`src/rtl/seq_pkg.sv`:
```
// Shared opcodes, FSM encoding and default geometry for the instruction sequencer.
package seq_pkg;

  localparam int DEPTH_DEF     = 16;
  localparam int AW_DEF        = 4;
  localparam int IW_DEF        = 16;
  localparam int MAX_STEPS_DEF = 255;
  localparam int STEP_W        = 8;

  localparam logic [3:0] OP_HALT = 4'hF;
  localparam logic [3:0] OP_JMP  = 4'hE;

  typedef enum logic [1:0] {
    IDLE  = 2'd0,
    FETCH = 2'd1,
    ISSUE = 2'd2,
    DONE  = 2'd3
  } state_t;

  // Saturating step increment; the counter never moves past the limit.
  function automatic logic [STEP_W-1:0] sat_inc(input logic [STEP_W-1:0] v,
                                                input logic [STEP_W-1:0] lim);
    return (v >= lim) ? lim : v + 8'd1;
  endfunction

endpackage

```
`src/rtl/prog_buffer.sv`:
```
// Program buffer: DEPTH x IW register file, synchronous write, combinational read,
// every entry resets to a HALT word so an unloaded program ends immediately.
module prog_buffer
  import seq_pkg::*;
#(
  parameter int DEPTH = DEPTH_DEF,
  parameter int AW    = AW_DEF,
  parameter int IW    = IW_DEF
) (
  input  logic          clk,
  input  logic          rst_n,
  input  logic          wr_en,
  input  logic [AW-1:0] wr_addr,
  input  logic [IW-1:0] wr_data,
  input  logic [AW-1:0] rd_addr,
  output logic [IW-1:0] rd_data
);

  localparam logic [IW-1:0] HALT_WORD = {OP_HALT, {(IW-4){1'b0}}};

  logic [IW-1:0] mem [DEPTH];

  always_ff @(posedge clk or negedge rst_n) begin
    if (!rst_n) begin
      for (int i = 0; i < DEPTH; i++) mem[i] <= HALT_WORD;
    end else if (wr_en) begin
      mem[wr_addr] <= wr_data;
    end
  end

  assign rd_data = mem[rd_addr];

endmodule

```
`src/rtl/instr_sequencer.sv`:
```
// Program sequencer: fetches buffered instructions from address 0, issues them over
// valid/ready, consumes HALT/JMP internally and aborts with err on the step limit.
module instr_sequencer
  import seq_pkg::*;
#(
  parameter int DEPTH     = DEPTH_DEF,
  parameter int AW        = AW_DEF,
  parameter int IW        = IW_DEF,
  parameter int MAX_STEPS = MAX_STEPS_DEF
) (
  input  logic          clk,
  input  logic          rst_n,
  input  logic          load_en,
  input  logic [AW-1:0] load_addr,
  input  logic [IW-1:0] load_data,
  input  logic          start,
  output logic          busy,
  output logic          done,
  output logic          err,
  output logic [IW-1:0] instr,
  output logic          instr_valid,
  input  logic          instr_ready,
  output logic [AW-1:0] pc
);

  localparam logic [STEP_W-1:0] STEP_LIM = STEP_W'(MAX_STEPS);
  localparam logic [AW-1:0]     LAST_PC  = AW'(DEPTH - 1);

  state_t              state, state_nx;
  logic [AW-1:0]       pc_nx;
  logic [STEP_W-1:0]   steps, steps_nx, steps_inc;
  logic [IW-1:0]       instr_nx;
  logic                err_nx;
  logic [IW-1:0]       rd_data;
  logic [3:0]          opcode;

  // Writes are accepted only while idle, so the buffer is frozen during a run.
  prog_buffer #(
    .DEPTH (DEPTH),
    .AW    (AW),
    .IW    (IW)
  ) u_buf (
    .clk     (clk),
    .rst_n   (rst_n),
    .wr_en   (load_en && (state == IDLE)),
    .wr_addr (load_addr),
    .wr_data (load_data),
    .rd_addr (pc),
    .rd_data (rd_data)
  );

  assign opcode    = rd_data[IW-1:IW-4];
  assign steps_inc = sat_inc(steps, STEP_LIM);

  always_ff @(posedge clk or negedge rst_n) begin
    if (!rst_n) begin
      state <= IDLE;
      pc    <= '0;
      steps <= '0;
      instr <= '0;
      err   <= 1'b0;
    end else begin
      state <= state_nx;
      pc    <= pc_nx;
      steps <= steps_nx;
      instr <= instr_nx;
      err   <= err_nx;
    end
  end

  always_comb begin
    state_nx = state;
    pc_nx    = pc;
    steps_nx = steps;
    instr_nx = instr;
    err_nx   = err;
    unique case (state)
      IDLE: begin
        if (start) begin
          pc_nx    = '0;
          steps_nx = '0;
          err_nx   = 1'b0;
          state_nx = FETCH;
        end
      end
      FETCH: begin
        instr_nx = rd_data;
        steps_nx = steps_inc;
        if (opcode == OP_HALT) begin
          state_nx = DONE;
        end else if (opcode == OP_JMP) begin
          pc_nx = rd_data[AW-1:0];
          if (steps_inc == STEP_LIM) begin
            err_nx   = 1'b1;
            state_nx = DONE;
          end else begin
            state_nx = FETCH;
          end
        end else begin
          state_nx = ISSUE;
        end
      end
      ISSUE: begin
        if (instr_ready) begin
          if (steps == STEP_LIM) begin
            err_nx   = 1'b1;
            state_nx = DONE;
          end else if (pc == LAST_PC) begin
            state_nx = DONE;
          end else begin
            pc_nx    = pc + AW'(1);
            state_nx = FETCH;
          end
        end
      end
      DONE: begin
        state_nx = IDLE;
      end
      default: begin
        state_nx = IDLE;
      end
    endcase
  end

  assign busy        = (state != IDLE);
  assign done        = (state == DONE);
  assign instr_valid = (state == ISSUE);

endmodule

```
`config.mk`:
```
export PLATFORM = sky130hd
export DESIGN_NAME = instr_sequencer
export DESIGN_NICKNAME = d
export VERILOG_FILES = /design/src/rtl/seq_pkg.sv /design/src/rtl/prog_buffer.sv /design/src/rtl/instr_sequencer.sv
export SDC_FILE = /design/constraint.sdc
export NUM_CORES = 1
export LEC_CHECK = 0
export CAP_MARGIN = 20
export CORE_ASPECT_RATIO = 0.7
export CORE_MARGIN = 3
export CORE_UTILIZATION = 65
export CTS_CLUSTER_SIZE = 8
export DETAILED_ROUTE_END_ITERATION = 7
export HOLD_SLACK_MARGIN = 0.02
export PLACE_DENSITY = 0.91
export SLEW_MARGIN = 15
export SYNTH_ARGS = -nofsm -noshare
export SYNTH_HDL_FRONTEND = slang
export SYNTH_HIERARCHICAL = 1
export SYNTH_SLANG_ARGS = --single-unit
```
`constraint.sdc`:
```
create_clock -name clk -period 4.71 [get_ports clk]
set_input_delay 1.1775 -clock clk [delete_from_list [all_inputs] [get_ports clk]]
set_output_delay 1.1775 -clock clk [all_outputs]
set_load 0.01 [all_outputs]
```
==> impl_metrics.ini <==
[critical_path]
r2r_start = pc[0]
worstPathArrival_ns = 3.76
end_kind = register
crit_path_max_fanout = 30
required_ns = 5.10
crit_path_start = pc[0]
cp-start-kind = register
path_class = reg2reg

[logic_synthesis]
synth_ff_type = dfrtp_1
synth_area_sq_um = 13410
ys_warn_count = 6
synth_nets = 911
synthCells = 880
yosysUniqueCellTypes = 58
syn_area_per_cell_sq_um = 15.24
async_flop_share_pct = 100.0
seq_area_frac_synth_pct = 54.15
ys_seq_elements = 287
synth_edf_count = 0

[floorplanning]
core_area_sq_um = 20010
die_x_um = 177.7
dieArea_sq_um = 22420
num_rows = 43
dieHeight_um = 126.2
start_util_pct = 67.00
io_pins = 49

[clock_tree]
clock-sinks = 287
cts_resized = 0
ctsRootBufferMaster = clkbuf_16
holdBufCountCts = 0
cts.path.max_buffers = 3
cts_setup_buffers = 0
htree_levels = 2
clkLatencyLatePin_ns = 0.52
clk_pin_slew_ns = 0.05
cts_tree = built
numCtsBuffers = 41

[routing]
routed_wl_um = 32360
drt-initial-drc-count = 871
wl_per_cell_um = 26.25
vias_per_cell = 6.656
drc = 0
drtAntennaViolNets = 0
dr.pass1.iters = 6
num_vias = 8207

[timing]
min_period_ns = 3.372
tightestPinTransition_ns = 1.069
relSlewSlack_pct = 28.76
fin_skew_ns = 0.01740
rsz0062_at_grt = false
drv_slew = 0
setup_tns_ns = 0
finalCritPeriodShare_pct = 71.60
fmax_mhz = 296.5
finalHoldViolCount = 0
setup_violations = 0

[placement]
place_congestion = 0.8969
place_area_sq_um = 14160
hpwlAfterDp_um = 19570
numPortBuffers = 48
dp.cells = 1159

[final_layout]
layoutNonFillerInstCount = 1233
regArea_sq_um = 7267
multiInputGateArea_sq_um = 5789
post-route-cell-area_sq_um = 15360
finalCoreUtilization_pct = 76.74
fin_nets = 963
area_growth_pct = 14.54
nFillCells = 1126
drive_above_1_share_pct = 51.56

[min_path]
hold_path.class = reg2reg
min-delay-start = u_buf/mem[218]

[grt]
grt_overflow = 0
grt_use_total_pct = 29.99
grt_pass1_vias = 8801
grt_max_degree = 113
grt_pass1_wl_um = 51150
antenna_found_initial = 1

[power]
p_leak_uw = 0.006540
power.density_nw_per_um2 = 676.2
ir_worst_vdd_v = 0.0004150

[job]
maxCapViolCount = 0

[run_status]
status = finished, final reports clean
where the power goes:
group / leakage, uW / internal [uW] / switching (uW)
clock: 0.000569 / 1690 / 1020
combinational: 0.00243 / 1820 / 1390
sequential: 0.00354 / 3760 / 710
total: 0.00654 / 7260 / 3130
metrics by stage:
stage	total power, uW	setup slack [ns]	hold slack [ns]
after floorplan	6499	1.570	0.4738
after detailed placement	7582	0.9190	0.4880
after global routing	10870	1.106	0.5088
after CTS	10390	1.340	0.4981
after global placement	7339	1.036	0.4828
final	10390	1.338	0.5012
cells in the final DEF (no fill, tap or decap), types with 3 or more instances in the layout:
cell type / count
inv_1: 15
mux2_2: 259
nand4b_1: 3
nand3_1: 8
mux4_2: 64
o21ai_0: 14
nand3b_1: 3
mux2_4: 10
ha_1: 6
buf_4: 25
dfstp_2: 64
nor2_1: 10
a22oi_1: 33
and2_1: 3
nor2_2: 6
clkbuf_16: 43
clkdlybuf4s50_1: 47
nor2b_1: 4
o22ai_1: 3
nor3_1: 5
a21oi_1: 4
nor3_4: 6
dfrtp_1: 221
nand2_1: 29
clkbuf_1: 29
layer usage:
layer / wire length, um / up-vias / part of all wire, % / GRT usage (%)
met5: 0 / - / 0 / 0
met4: 698 / 0 / 2.2 / 8.491
met3: 2903 / 65 / 9.0 / 7.926
met2: 15070 / 362 / 47 / 45.49
met1: 13700 / 4382 / 42 / 43.63
li1: - / 3398 / - / -
cell families after synthesis:
group	after synthesis	synth area share [%]
flops	287	54.15
fa+ha+maj	6	0.5598
buf+inv	81	2.995
mux	334	33.70
simple gates	96	4.310
compound gates	74	4.152
xor+xnor	2	0.1306
state kept, by name (all words and copies together) (netlist names):
name and flops:
steps 8, u_buf/mem 256, err 1, instr 16, pc 4, state 2
area by class of cell:
cell class | instances | share of cell area, %
clock inverters | 1 | 0.05702
multi-input cells | 512 | 37.69
inverters | 15 | 0.3666
well taps | 270 | 2.199
repair buffers | 75 | 4.643
flip-flops and latches | 287 | 47.31
diodes | 1 | 0.01629
clock buffers | 72 | 7.714
worst paths after layout:
path,endpoint,cells past startpoint,slack [ns]
setup reg to reg,pc[1],8,1.34
min in group asynchronous,u_buf/mem[122],1,0.72
hold / removal,u_buf/mem[218],1,0.50
hold reg to reg,u_buf/mem[218],1,0.50
max in group asynchronous,u_buf/mem[46],2,3.04
setup / recovery,pc[1],8,1.34
Yosys cell counts, types with 3 or more instances:
cell | count | share of area [%]
buf_6 | 4 | 0.34
o21ai_0 | 14 | 0.52
buf_2 | 23 | 0.86
mux2_2 | 259 | 22
a21oi_1 | 4 | 0.15
mux2_4 | 10 | 1.1
and2_1 | 3 | 0.14
nand3b_1 | 3 | 0.17
dfstp_2 | 64 | 13
nand3_1 | 8 | 0.30
nor2_2 | 4 | 0.19
a22oi_1 | 33 | 1.8
mux4_2 | 64 | 11
nor2b_1 | 4 | 0.19
nor2_1 | 12 | 0.34
buf_4 | 6 | 0.34
nor3_1 | 5 | 0.19
buf_1 | 3 | 0.084
inv_1 | 15 | 0.42
nor3_2 | 6 | 0.45
ha_1 | 6 | 0.56
nand2_1 | 29 | 0.81
nand4b_1 | 3 | 0.20
o22ai_1 | 3 | 0.14
dfrtp_1 | 223 | 42
clkbuf_1 | 29 | 0.81
worst max-delay path, stage by stage, from the launching register on:
cell and delay [ns]:
dfrtp_4 0.81, buf_4 0.39, mux4_2 0.33, a22oi_1 0.10, nand2_1 0.25, nand4b_1 0.22
a2111oi_4 0.44, a21boi_4 0.34, mux2_1 0.34
No activity file was read; power rests on OpenSTA's default activity.
==> RTL edit, RTL diff (config.mk and constraints unchanged) <==
Reset style: synchronous (`rst_n`), changed in 2 clocked blocks.
--- a/src/rtl/prog_buffer.sv
+++ b/src/rtl/prog_buffer.sv
@@ -22,3 +22,3 @@
 
-  always_ff @(posedge clk or negedge rst_n) begin
+  always_ff @(posedge clk) begin
     if (!rst_n) begin
--- a/src/rtl/instr_sequencer.sv
+++ b/src/rtl/instr_sequencer.sv
@@ -54,3 +54,3 @@
 
-  always_ff @(posedge clk or negedge rst_n) begin
+  always_ff @(posedge clk) begin
     if (!rst_n) begin
Formal check against the unedited RTL: differs if rst_n is asserted again (counterexample within 4 cycles, from zero or initial values and one cycle with rst_n low); with rst_n held inactive, the same outputs for 4 cycles.
==> RTL edit against the original RTL <==
The flow now finishes with violations (DRC). Design area decreased by 2.3%. Core utilization increased by 0.85 points. Count of clock-buffer cells in the layout decreased by 13. Via count increased by 3.0%. Routed wire length increased by 1.1%. Cell count increased by 1.2%. Setup slack got worse by 0.35 ns. Sequential cell count unchanged. Critical path depth decreased by 6. Synthesized area decreased by 2.2%. Non-clock buffer count increased by 2. Critical endpoint is now pc[1].
Power is not compared: it rests on default switching activity, and its combinational part moved more than twofold at a synthesized area within 25%.
==> RTL edit: results (changes against the original RTL) <==
* CP Data Arrival Time at 2.54 ns (-1.22 ns)
* Clock buffers at 59 (-18%)
* Hold Path Depth at 2 (+1)
* Synth cell types at 52 (-10%)
* Global-route usage over all layers at 0.3022 (+0.002357)
* Buffer share of cell area at 0.04653 (+0.00009514)
* Insertion delay to the later sink of the worst-skew pair at 0.52 ns (about the same)
* First-pass GRT wire length at 50680 um (-0.92%)
* Non-filler cells, final at 1248 (+1.2%)
* Area Overhead vs Synth at 14.39%
* Top post-synthesis cells by area: edfxtp_1, mux4_2, and2_1, dfxtp_1, or3_1
* Commonest cells in the netlist: edfxtp_1, and2_1, mux4_2
* Largest stage delay on the critical path at 0.68 ns (-0.13 ns)
* Multi-input gates at 552 (+7.8%)
* DR vias at 8453 (+3.0%)
* Non-CTS buffers at 77 (+2.7%)
* Fraction of area in registers at 0.5540 (+0.08087)
* Worst Min Path Start: instr[2]$_SDFFE_PN0P_
* Net Count, Synth at 949 (+4.2%)
* Reg2Reg Depth at 9 (+1)
* Critical path type: flop to output pin
* Fillers at 1027 (-8.8%)
* EDFF count, synth at 256 (+256)
* Post-place setup slack at 0.8263 ns (-0.09266 ns)
* Flop2flop setup slack at 1.42 ns (+0.08 ns)
* Status: finished with violations
* Fmax at 268.9 MHz (-9.3%)
* Syn Area/Cell at 14.29 sq um (-6.2%)
* Crit path from: pc[1]$_SDFFE_PN0P_
* Share of layout cells above drive strength 1 at 0.1565 (-0.3591)
* Iter 0 DRT Violations at 1427 (+64%)
* DP Area at 13850 sq um (-2.2%)
* Clk tree area frac at 0.07671 (-0.001001)
* Total power at 0.006266 W
* Largest net degree at the start of global routing at 52 (-54%)
* Detailed placement HPWL at 20040 um (+2.4%)
* Seq/Total Area, Yosys at 0.6333 (+0.09183)
* Worst r2r dst: pc[0]$_SDFFE_PN0P_
* Mux cell area share after synthesis at 0.1221 (-0.2149)
* R2R Path Start: pc[0]$_SDFFE_PN0P_
* Violated checks: DRC
* # nets final at 997 (+3.5%)
* Post-synthesis xor/xnor area fraction at 0.0006677 (-0.0006385)
* WL final at 32710 um (+1.1%)
* Pre-antenna DRT Iters at 7 (+1)
* Non-clk invs at 7 (-8)
* Worst-path fanout max at 51 (+70%)
* Number of sequential cells at 287 (unchanged)
* WHS at 0.4862 ns (-0.01495 ns)
* Post-Synth Adder-Cell Area at 0.005723 (+0.0001249)
* Ys async rst share at 0 (-1.000)
* # DRC at 1 (+1)
## RTL edit: cell count changes after synthesis, moves of 16 or more
| cell | unedited run | this run |
|---|---|---|
| nand2b_1 | 2 | 23 |
| dfstp_2 | 64 | 0 |
| buf_2 | 23 | 6 |
| mux2i_1 | 0 | 16 |
| and2_1 | 3 | 197 |
| or3_1 | 2 | 49 |
| dfxtp_1 | 0 | 31 |
| edfxtp_1 | 0 | 256 |
| clkbuf_1 | 29 | 58 |
| nor2_1 | 12 | 39 |
| mux2_2 | 259 | 0 |
| dfrtp_1 | 223 | 0 |
## RTL edit: kinds of logic after synthesis
kind of cell | Yosys count
fa+ha+maj | 6
buf+inv | 79
mux | 80
compound gates | 89
xor+xnor | 1
flops | 287
simple gates | 376
## RTL edit: metal layers
metal / up-vias / global-route usage / routed length [um]
met5: - / 0 / 0
met4: 0 / 0.1019 / 1137
met3: 107 / 0.07739 / 4228
met2: 707 / 0.4540 / 14960
met1: 4138 / 0.4389 / 12390
li1: 3501 / - / -
